[config.mk]
export PLATFORM = sky130hd
export DESIGN_NAME = dmac_slave_flat
export DESIGN_NICKNAME = d
export VERILOG_FILES = /design/src/rtl/dmac_slave_if.sv /design/src/rtl/dmac_slave.sv /design/src/flat_wrapper.sv
export SDC_FILE = /design/constraint.sdc
export NUM_CORES = 1
export LEC_CHECK = 0
export ABC_AREA = 1
export CORE_MARGIN = 3
export CORE_UTILIZATION = 40
export CTS_BUF_LIST = sky130_fd_sc_hd__clkbuf_16
export CTS_CLUSTER_SIZE = 30
export DETAILED_ROUTE_END_ITERATION = 10
export GPL_TIMING_DRIVEN = 0
export MAX_ROUTING_LAYER = met4
export PLACE_DENSITY = 0.58
export SLEW_MARGIN = 20
export SYNTH_ARGS = -nofsm -noshare
export SYNTH_HDL_FRONTEND = slang
export SYNTH_SLANG_ARGS = --single-unit
[constraint.sdc]
create_clock -name clk -period 7.6 [get_ports clk]
set_input_delay 0.76 -clock clk [delete_from_list [all_inputs] [get_ports clk]]
set_output_delay 0.76 -clock clk [all_outputs]
set_load 0.02 [all_outputs]
[src/rtl/dmac_slave_if.sv]
// CPU-side register bus of the DMA controller slave.
//   S_sel     : slave select for this access
//   S_wr      : 1 = write, 0 = read (qualified by S_sel)
//   S_address : word register offset
//   S_din     : write data
//   S_dout    : registered read data (0 in cycles with no read)
interface dmac_slave_if;
    logic        S_sel;
    logic        S_wr;
    logic [7:0]  S_address;
    logic [31:0] S_din;
    logic [31:0] S_dout;

    modport master (
        output S_sel,
        output S_wr,
        output S_address,
        output S_din,
        input  S_dout
    );

    modport slave (
        input  S_sel,
        input  S_wr,
        input  S_address,
        input  S_din,
        output S_dout
    );
endinterface

[src/rtl/dmac_slave.sv]
// Register front end of the DMA controller. Decodes CPU register accesses, stages
// descriptors and queues them in a descriptor FIFO that the master engine pops.
//   clk, reset_n          : clock, asynchronous active-low reset
//   bus                   : CPU register bus (dmac_slave_if.slave)
//   op_done               : level from master, transfer list finished
//   rd_en                 : pop request from master
//   op_start, op_clear    : one-cycle pulses to master
//   opmode                : {30'b0, mode}; bit0 src increment, bit1 dst increment
//   sc_addr, ds_addr,
//   data_size             : registered head entry, loaded on each successful pop
//   data_count            : entries currently held (0..FIFO_DEPTH)
//   interrupt             : done_flag & int_en
module dmac_slave #(
    parameter int unsigned FIFO_DEPTH = 8
) (
    input  logic         clk,
    input  logic         reset_n,
    dmac_slave_if.slave  bus,
    input  logic         op_done,
    input  logic         rd_en,
    output logic         op_start,
    output logic         op_clear,
    output logic [31:0]  opmode,
    output logic [31:0]  sc_addr,
    output logic [31:0]  ds_addr,
    output logic [31:0]  data_size,
    output logic [3:0]   data_count,
    output logic         interrupt
);
    logic [31:0] src_q, dst_q, size_q;
    logic        int_en_q;
    logic [1:0]  mode_q;
    logic        busy_q, done_flag_q;
    logic        start_q, clear_q;
    logic [31:0] dout_q;
    logic [31:0] sc_q, ds_q, sz_q;
    logic [2:0]  wr_ptr_q, rd_ptr_q;
    logic [3:0]  count_q, count_d;

    logic [31:0] mem_src [FIFO_DEPTH];
    logic [31:0] mem_dst [FIFO_DEPTH];
    logic [31:0] mem_size[FIFO_DEPTH];

    logic        wr_en, rd_req;
    logic        full, empty;
    logic        start_req, clear_req, push_req;
    logic        do_push, do_pop;
    logic [31:0] rdata;

    assign wr_en  = bus.S_sel & bus.S_wr;
    assign rd_req = bus.S_sel & ~bus.S_wr;
    assign full   = (count_q == 4'(FIFO_DEPTH));
    assign empty  = (count_q == 4'd0);

    assign start_req = wr_en && (bus.S_address == 8'h00) && bus.S_din[0] && !busy_q && !empty;
    assign clear_req = wr_en && (bus.S_address == 8'h08) && bus.S_din[0];
    assign push_req  = wr_en && (bus.S_address == 8'h06) && bus.S_din[0];

    // A push into a full FIFO is dropped even if a pop frees a slot on the same edge.
    assign do_push = push_req && !full;
    assign do_pop  = rd_en && !empty;

    always_comb begin
        count_d = count_q;
        unique case ({do_push, do_pop})
            2'b10:   count_d = count_q + 4'd1;
            2'b01:   count_d = count_q - 4'd1;
            default: count_d = count_q;
        endcase
    end

    always_comb begin
        rdata = 32'd0;
        if (rd_req) begin
            case (bus.S_address)
                8'h01:   rdata = {31'd0, done_flag_q};
                8'h02:   rdata = {31'd0, int_en_q};
                8'h03:   rdata = src_q;
                8'h04:   rdata = dst_q;
                8'h05:   rdata = size_q;
                8'h07:   rdata = {30'd0, mode_q};
                8'h09:   rdata = {28'd0, count_q};
                8'h0A:   rdata = {29'd0, full, empty, busy_q};
                default: rdata = 32'd0;
            endcase
        end
    end

    always_ff @(posedge clk or negedge reset_n) begin
        if (!reset_n) begin
            src_q       <= 32'd0;
            dst_q       <= 32'd0;
            size_q      <= 32'd0;
            int_en_q    <= 1'b0;
            mode_q      <= 2'd0;
            busy_q      <= 1'b0;
            done_flag_q <= 1'b0;
            start_q     <= 1'b0;
            clear_q     <= 1'b0;
            dout_q      <= 32'd0;
            sc_q        <= 32'd0;
            ds_q        <= 32'd0;
            sz_q        <= 32'd0;
            wr_ptr_q    <= 3'd0;
            rd_ptr_q    <= 3'd0;
            count_q     <= 4'd0;
        end else begin
            start_q <= start_req;
            clear_q <= clear_req;
            dout_q  <= rdata;
            count_q <= count_d;

            if (wr_en) begin
                case (bus.S_address)
                    8'h02:   int_en_q <= bus.S_din[0];
                    8'h03:   src_q    <= bus.S_din;
                    8'h04:   dst_q    <= bus.S_din;
                    8'h05:   size_q   <= bus.S_din;
                    8'h07:   mode_q   <= bus.S_din[1:0];
                    default: ;
                endcase
            end

            // CLEAR beats a simultaneous op_done; a held op_done re-sets done next cycle.
            if (clear_req) begin
                done_flag_q <= 1'b0;
                busy_q      <= 1'b0;
            end else if (op_done) begin
                done_flag_q <= 1'b1;
                busy_q      <= 1'b0;
            end else if (start_req) begin
                busy_q <= 1'b1;
            end

            if (do_push) begin
                wr_ptr_q <= wr_ptr_q + 3'd1;
            end
            if (do_pop) begin
                rd_ptr_q <= rd_ptr_q + 3'd1;
                sc_q     <= mem_src[rd_ptr_q];
                ds_q     <= mem_dst[rd_ptr_q];
                sz_q     <= mem_size[rd_ptr_q];
            end
        end
    end

    // Storage needs no reset: entries are only read after being written.
    always_ff @(posedge clk) begin
        if (do_push) begin
            mem_src[wr_ptr_q]  <= src_q;
            mem_dst[wr_ptr_q]  <= dst_q;
            mem_size[wr_ptr_q] <= size_q;
        end
    end

    assign bus.S_dout = dout_q;
    assign op_start   = start_q;
    assign op_clear   = clear_q;
    assign opmode     = {30'd0, mode_q};
    assign sc_addr    = sc_q;
    assign ds_addr    = ds_q;
    assign data_size  = sz_q;
    assign data_count = count_q;
    assign interrupt  = done_flag_q & int_en_q;
endmodule

[src/flat_wrapper.sv]
// flat-port wrapper written by rule: the top's interface ports become plain ports
module dmac_slave_flat 
#(
    parameter int unsigned FIFO_DEPTH = 8
)
  (clk, reset_n, op_done, rd_en, op_start, op_clear, opmode, sc_addr, ds_addr, data_size, data_count, interrupt, bus_S_sel, bus_S_wr, bus_S_address, bus_S_din, bus_S_dout);
  dmac_slave_if bus_i ();
  input  logic clk;
  input  logic reset_n;
  input  logic op_done;
  input  logic rd_en;
  output logic op_start;
  output logic op_clear;
  output logic [31:0] opmode;
  output logic [31:0] sc_addr;
  output logic [31:0] ds_addr;
  output logic [31:0] data_size;
  output logic [3:0] data_count;
  output logic interrupt;
  input wire logic [$bits(bus_i.S_sel)-1:0] bus_S_sel;
  input wire logic [$bits(bus_i.S_wr)-1:0] bus_S_wr;
  input wire logic [$bits(bus_i.S_address)-1:0] bus_S_address;
  input wire logic [$bits(bus_i.S_din)-1:0] bus_S_din;
  output wire logic [$bits(bus_i.S_dout)-1:0] bus_S_dout;
  assign bus_i.S_sel = bus_S_sel;
  assign bus_i.S_wr = bus_S_wr;
  assign bus_i.S_address = bus_S_address;
  assign bus_i.S_din = bus_S_din;
  assign bus_S_dout = bus_i.S_dout;
  dmac_slave #(.FIFO_DEPTH(FIFO_DEPTH)) u_core (.clk(clk), .reset_n(reset_n), .bus(bus_i), .op_done(op_done), .rd_en(rd_en), .op_start(op_start), .op_clear(op_clear), .opmode(opmode), .sc_addr(sc_addr), .ds_addr(ds_addr), .data_size(data_size), .data_count(data_count), .interrupt(interrupt));
endmodule
### Word-level counts from Yosys, hierarchy flattened

Memory sizes are Yosys's and may differ from the RTL's. A register that Yosys moved wholly into a read port is not among the register bits.
Index checks and enable logic that the tools add are counted.

| storage, ports and cells | value |
|---|---|
| memories kept | 3 |
| bits in writable memories | 768 |
| flip-flop bits (word level) | 145 |
| logic and storage cells | 73 |
| input port bits | 46 |

Memories:

| memory | depth | width | rd ports | clocked after Yosys merged registers in | wr ports | RTL line | text |
|---|---|---|---|---|---|---|---|
| u_core.mem_dst | 8 | 32 | 1 | 1 | 1 | dmac_slave.sv:41 | `logic [31:0] mem_dst [FIFO_DEPTH];` |
| u_core.mem_size | 8 | 32 | 1 | 1 | 1 | dmac_slave.sv:42 | `logic [31:0] mem_size[FIFO_DEPTH];` |
| u_core.mem_src | 8 | 32 | 1 | 1 | 1 | dmac_slave.sv:40 | `logic [31:0] mem_src [FIFO_DEPTH];` |

| operators by class | value |
|---|---|
| add/subtract/negate cells | 4 |
| bitwise gates (word level) | 4 |
| multiplexer cells | 10 |
| reductions and logical operators | 26 |
| equal/unequal tests | 13 |

Operators with widths:

| operator | number |
|---|---|
| $pmux W32 S8 | 1 |
| $eq A8 B3 Y1 const B | 4 |
| $mux W32 | 1 |
| $eq A8 B4 Y1 const B | 3 |
| $eq A8 B2 Y1 const B | 2 |
| $logic_and A1 B1 Y1 | 10 |
| $reduce_and A2 Y1 | 5 |
| $eq A8 B1 Y1 const B | 1 |
| $logic_not A8 Y1 | 1 |
| $pmux W4 S2 | 1 |
| $mux W1 | 7 |
| $add A3 B1 Y3 const B | 2 |
| $logic_not A1 Y1 | 6 |
| $add A4 B1 Y4 const B | 1 |
| $eq A4 B4 Y1 const B | 1 |
| $logic_not A4 Y1 | 1 |
| $reduce_bool A2 Y1 | 2 |
| $sub A4 B1 Y4 const B | 1 |
| $and A1 B1 Y1 | 3 |
| $reduce_bool A3 Y1 | 1 |
| $eq A2 B1 Y1 const B | 1 |
| $eq A2 B2 Y1 const B | 1 |
| $not A1 Y1 | 1 |

### Depth between registers and ports, before layout

| logic depth | value |
|---|---|
| depth in word-level cells | 8 |
| gate-level depth with buffers | 15 |
| mapped depth without buffers | 14 |

### Least setup slack after synthesis

No wires, ideal clock.

| timing | value |
|---|---|
| path type | input port to flip-flop |
| start | input port bus_S_address[5] |
| end | memory u_core.mem_dst[3][0], enable pin |
| setup slack | -1.057 ns |
| data required time | 6.931 ns |
| arrival time | 7.989 ns |
| buffers on the path | 0 |
| cell stages on the path | 7 |
| setup time | 0.669 ns |
| cells stage by stage | nor2_1 nand2_2 nor2_1 nand3_1 inv_1 nand2_1 nor3_1 |

| on the way | value |
|---|---|
| word-level cells in the longest chain between the ends | 6 |

RTL lines:

| element | RTL line | text |
|---|---|---|
| start, declared | flat_wrapper.sv:22 | `input wire logic [$bits(bus_i.S_address)-1:0] bus_S_address;` |
| $eq A8 B3 Y1 | dmac_slave.sv:57 | `assign push_req = wr_en && (bus.S_address == 8'h06) && bus.S_din[0];` |
| $logic_and A1 B1 Y1 (2 in a row) | dmac_slave.sv:57 |  |
| $logic_and A1 B1 Y1 | dmac_slave.sv:60 | `assign do_push = push_req && !full;` |
| $mux W1 | dmac_slave.sv:149 | `if (do_push) begin` |
| $mux W1 (implied by the code) | dmac_slave.sv:151 | `mem_dst[wr_ptr_q] <= dst_q;` |
| end, declared | dmac_slave.sv:41 |  |

Every way passes these cells.

### Worst setup path in the final report

| timing | value |
|---|---|
| start | input port bus_S_address[0] |
| end | memory u_core.mem_src[3][9], enable pin |

| on the way | value |
|---|---|
| word-level cells in the longest chain between the ends | 6 |

RTL lines:

| element | RTL line | text |
|---|---|---|
| $eq A8 B3 Y1 | dmac_slave.sv:57 |  |
| $logic_and A1 B1 Y1 (2 in a row) | dmac_slave.sv:57 |  |
| $logic_and A1 B1 Y1 | dmac_slave.sv:60 |  |
| $mux W1 | dmac_slave.sv:149 |  |
| $mux W1 (implied by the code) | dmac_slave.sv:150 | `mem_src[wr_ptr_q] <= src_q;` |
| end, declared | dmac_slave.sv:40 |  |

Every way passes these cells.

==> summary.txt <==
Setup path
  – Setup crit start kind: primary input
  – Worst path bufs/invs: 10
  – Data required time at the worst endpoint: 7970 ps
  – Crit path DAT: ~4400 ps
  – Worst Setup End Kind: flop
  – Worst r2r src: u_core.data_count[1]
  – Crit path launch: bus_S_address[0]
  – Crit-path cells: clkdlybuf4s50_1 > inv_1 > nand2_1 > nor3_1 > nand3_1 > inv_1 > nand2_1 > nor3_2 > buf_4 > buf_4 > buf_6 > buf_4 > buf_6 > buf_4 > buf_4
  – Crit path max fanout: 7
  – Delay of the slowest critical-path stage: between 600 and 700 ps
  – Slowest-stage cell, CP: nor3_2
  – WS Path Type: primary input to flop
  – Most common cell on crit path: buf_4
  – Top delay family on crit path: buffers and inverters

Layout
  – ANT cells: 0
  – Layout Nets: about 3,700
  – Most frequent cells in the layout: 768 x edfxtp_1, 619 x nor2_1, 441 x nand2_1
  – P&R area growth vs syn: 20.1%
  – Most common cell after layout, fill and taps aside: edfxtp_1
  – Final instance area: ~48,000 sq um
  – Final Instance Count excl. Fillers: about 5,100
  – Share of layout cells above drive strength 1: 10.7%

Drt
  – Vias per cell: approximately 5.5
  – Drt pass-1 iters: 6
  – DRC violations left: 0
  – Wirelength per Cell: roughly 25 microns
  – Initial drt markers: 3,460
  – Detail Route Antenna Nets: 0
  – Drt total wl: 126 mm
  – Vias: approximately 28,000

Synth
  – Synth top area cells: edfxtp_1 58%, dfrtp_1 15%, nor2_1 5.9%
  – Yosys cell types: 33
  – Post-Synthesis Cells: approximately 3,200
  – Syn Area/Cell: roughly 12 sq um
  – Synth area leader: edfxtp_1
  – Syn. warnings: 0
  – Post-synthesis sequential area ratio: 73.5%
  – Yosys top cell area share: between 50 and 60%
  – Synthesized area: 39,600 sq um
  – #FFs+latches synth: 1,009

Clock tree
  – CTS root buf: clkbuf_16
  – H-Tree Depth: 3
  – CTS tree: built
  – CTS max path bufs: 3
  – CTS Buf Count: around 100
  – Post-CTS Resized: 0
  – Clock latency on the worst-skew pair: approximately 690 ps
  – CTS Sinks: roughly 1,000
  – Post-CTS setup buffers: 0
  – Clock-pin transition on the worst setup and hold timing paths: about 60 ps
  – # hold bufs at CTS: 1

Floorplanning
  – Die width: 321 microns
  – I/O pin count: ~210
  – DIE HEIGHT: ~320 microns
  – Initial core utilization: between 40 and 50%
  – Core area: ~100,000 sq um
  – Placement Rows: between 100 and 150
  – DIE AREA: between 100,000 and 150,000 sq um

Pwr
  – Switch Pwr: just over 6000 uW
  – Seq pwr share: about two fifths
  – Comb pwr share: between 30% and 40%
  – Net Sw Frac: 36.3%
  – Cell internal pwr: 10,700 uW
  – Clock Power Share: a little under 30%
  – P per Cell Area: ~350 nW/um^2
  – Worst vdd ir: between 200 and 250 uV
  – Leakage power total: approximately 0.019 uW

Timing
  – Max_slew headroom: between 20% and 30%
  – Clock Skew: ~32 ps
  – Actual slew at the worst max-slew pin: between 1000 and 1500 ps
  – Fin crit period: ~4000 ps
  – Final setup viols: 0
  – RSZ-0062 raised after global routing: no
  – Slew Limit Fails: 0
  – Final period utilization: a little over half
  – Highest clock rate: ~0.25 GHz
  – Hold Vio Cnt, Final: 0

Hold path
  – Hold path startpoint: u_core.sc_addr[7]
  – Hold Crit Class: flop to flop

Status
  – Run status: complete, no violations

GRT
  – GRT Util Overall: 24.9%
  – Initial antenna violation count: 3
  – Vias in the first global route: roughly 26,000
  – Largest net degree at the start of global routing: 92
  – Total gr overflow: 0
  – First-pass GRT wire length: 181 mm

Place
  – Post-Place Cell Area: 44,300 sq um
  – Inst Count DP: 4,851
  – Buffers on Ports: between 150 and 200
  – HPWL after detailed placement: 87.4 mm
  – Final Wtd Congestion: approximately 0.89

Run
  – Max_cap viols: 0
[per-stage QoR]
step	util (%)	hold slack, ps	power [uW]	worst slack, ps	setup TNS, ps
after floorplan	-	444	9600	-1060	-709370
after global placement	44.3	464	12000	-9460	-7654630
after detailed placement	45.4	465	12000	2970	0
after CTS	48.8	482	16900	3600	0
after global routing	48.8	495	17600	3410	0
final	48.8	478	16800	3610	0
[state kept, by name (all words and copies together), names as in the netlist, 2 cells and up]
| register | count |
|---|---|
| u_core.mode_q | 2 |
| u_core.ds_addr | 32 |
| u_core.mem_src | 256 |
| u_core.src_q | 32 |
| u_core.wr_ptr_q | 3 |
| u_core.mem_dst | 256 |
| u_core.rd_ptr_q | 3 |
| u_core.data_size | 32 |
| u_core.bus.S_dout | 32 |
| u_core.size_q | 32 |
| u_core.dst_q | 32 |
| u_core.sc_addr | 32 |
| u_core.mem_size | 256 |
| u_core.data_count | 4 |
[worst reg2reg max path, stage by stage, from the launching register on]
cell,delay [ps]
dfrtp_1,490
nor2_1,90
nand3_1,90
nand3_1,170
inv_1,180
nand2_1,190
nor3_2,650
buf_4,310
buf_4,210
buf_6,170
buf_4,220
buf_6,170
buf_4,200
buf_4,210
[kinds of logic (layout without fill, tap and decap cells)]
group / Yosys count / after routing / synth area share (%)
simple gates: 1231 / 1231 / 12.3
flops: 1009 / 1009 / 73.5
compound gates: 689 / 689 / 9.94
buf+inv: 306 / 804 / 3.97
xor+xnor: 6 / 6 / 0.133
fa+ha+maj: 5 / 5 / 0.158
other cells: 1 / 30 / 0.00947
[power groups by stage]
stage	Sequential [uW]	Clock (uW)	Combinational, uW
final	6440	4920	5500
after detailed placement	6550	0	5470
after global routing	6480	5200	5940
after CTS	6440	4970	5490
after floorplan	6830	0	2770
after global placement	6550	0	5420
[per-layer routing]
metal / global-route usage (%) / part of all wire (%)
met5: - / 0
met4: 9.56 / 3.8
met3: 5.91 / 10
met2: 36.6 / 44
met1: 33.7 / 42
[cells in the mapped netlist (all sizes together)]
cell and count:
xnor2 1, o21a 1, xor2 5, o21ai 486, nand3 141, ha 5, nor2 621, edfxtp 768
nor3 14, or2 1, a21oi 9, nand2 448, dfrtp 241, clkinv 1, nand3b 2, conb 1
clkbuf 81, o211ai 192, o31ai 1, inv 77, and3 4, buf 147
[worst paths after layout]
| path | to | cells after the start | slack [ps] |
|---|---|---|---|
| worst max-delay path | u_core.mem_src[3][9] | 15 | 3610 |
| worst min-delay path | u_core.sc_addr[7] | 2 | 480 |
| worst max register to register | u_core.mem_src[3][9] | 13 | 3950 |
| worst min register to register | u_core.sc_addr[7] | 2 | 480 |
| max in group asynchronous | u_core.sc_addr[10] | 4 | 6050 |
| min in group asynchronous | u_core.bus.S_dout[28] | 2 | 550 |
[area by class of cell]
type,instances,area (sq um)
inverter,78,302
clock buffer,108,2700
tap,1276,1600
timing repair buffer,300,2920
buffer,228,1270
sequential,1009,29100
multi-input combinational,1961,9080
fill,8603,49900
clock inverter,90,592
No activity file was read; power rests on OpenSTA's default activity.
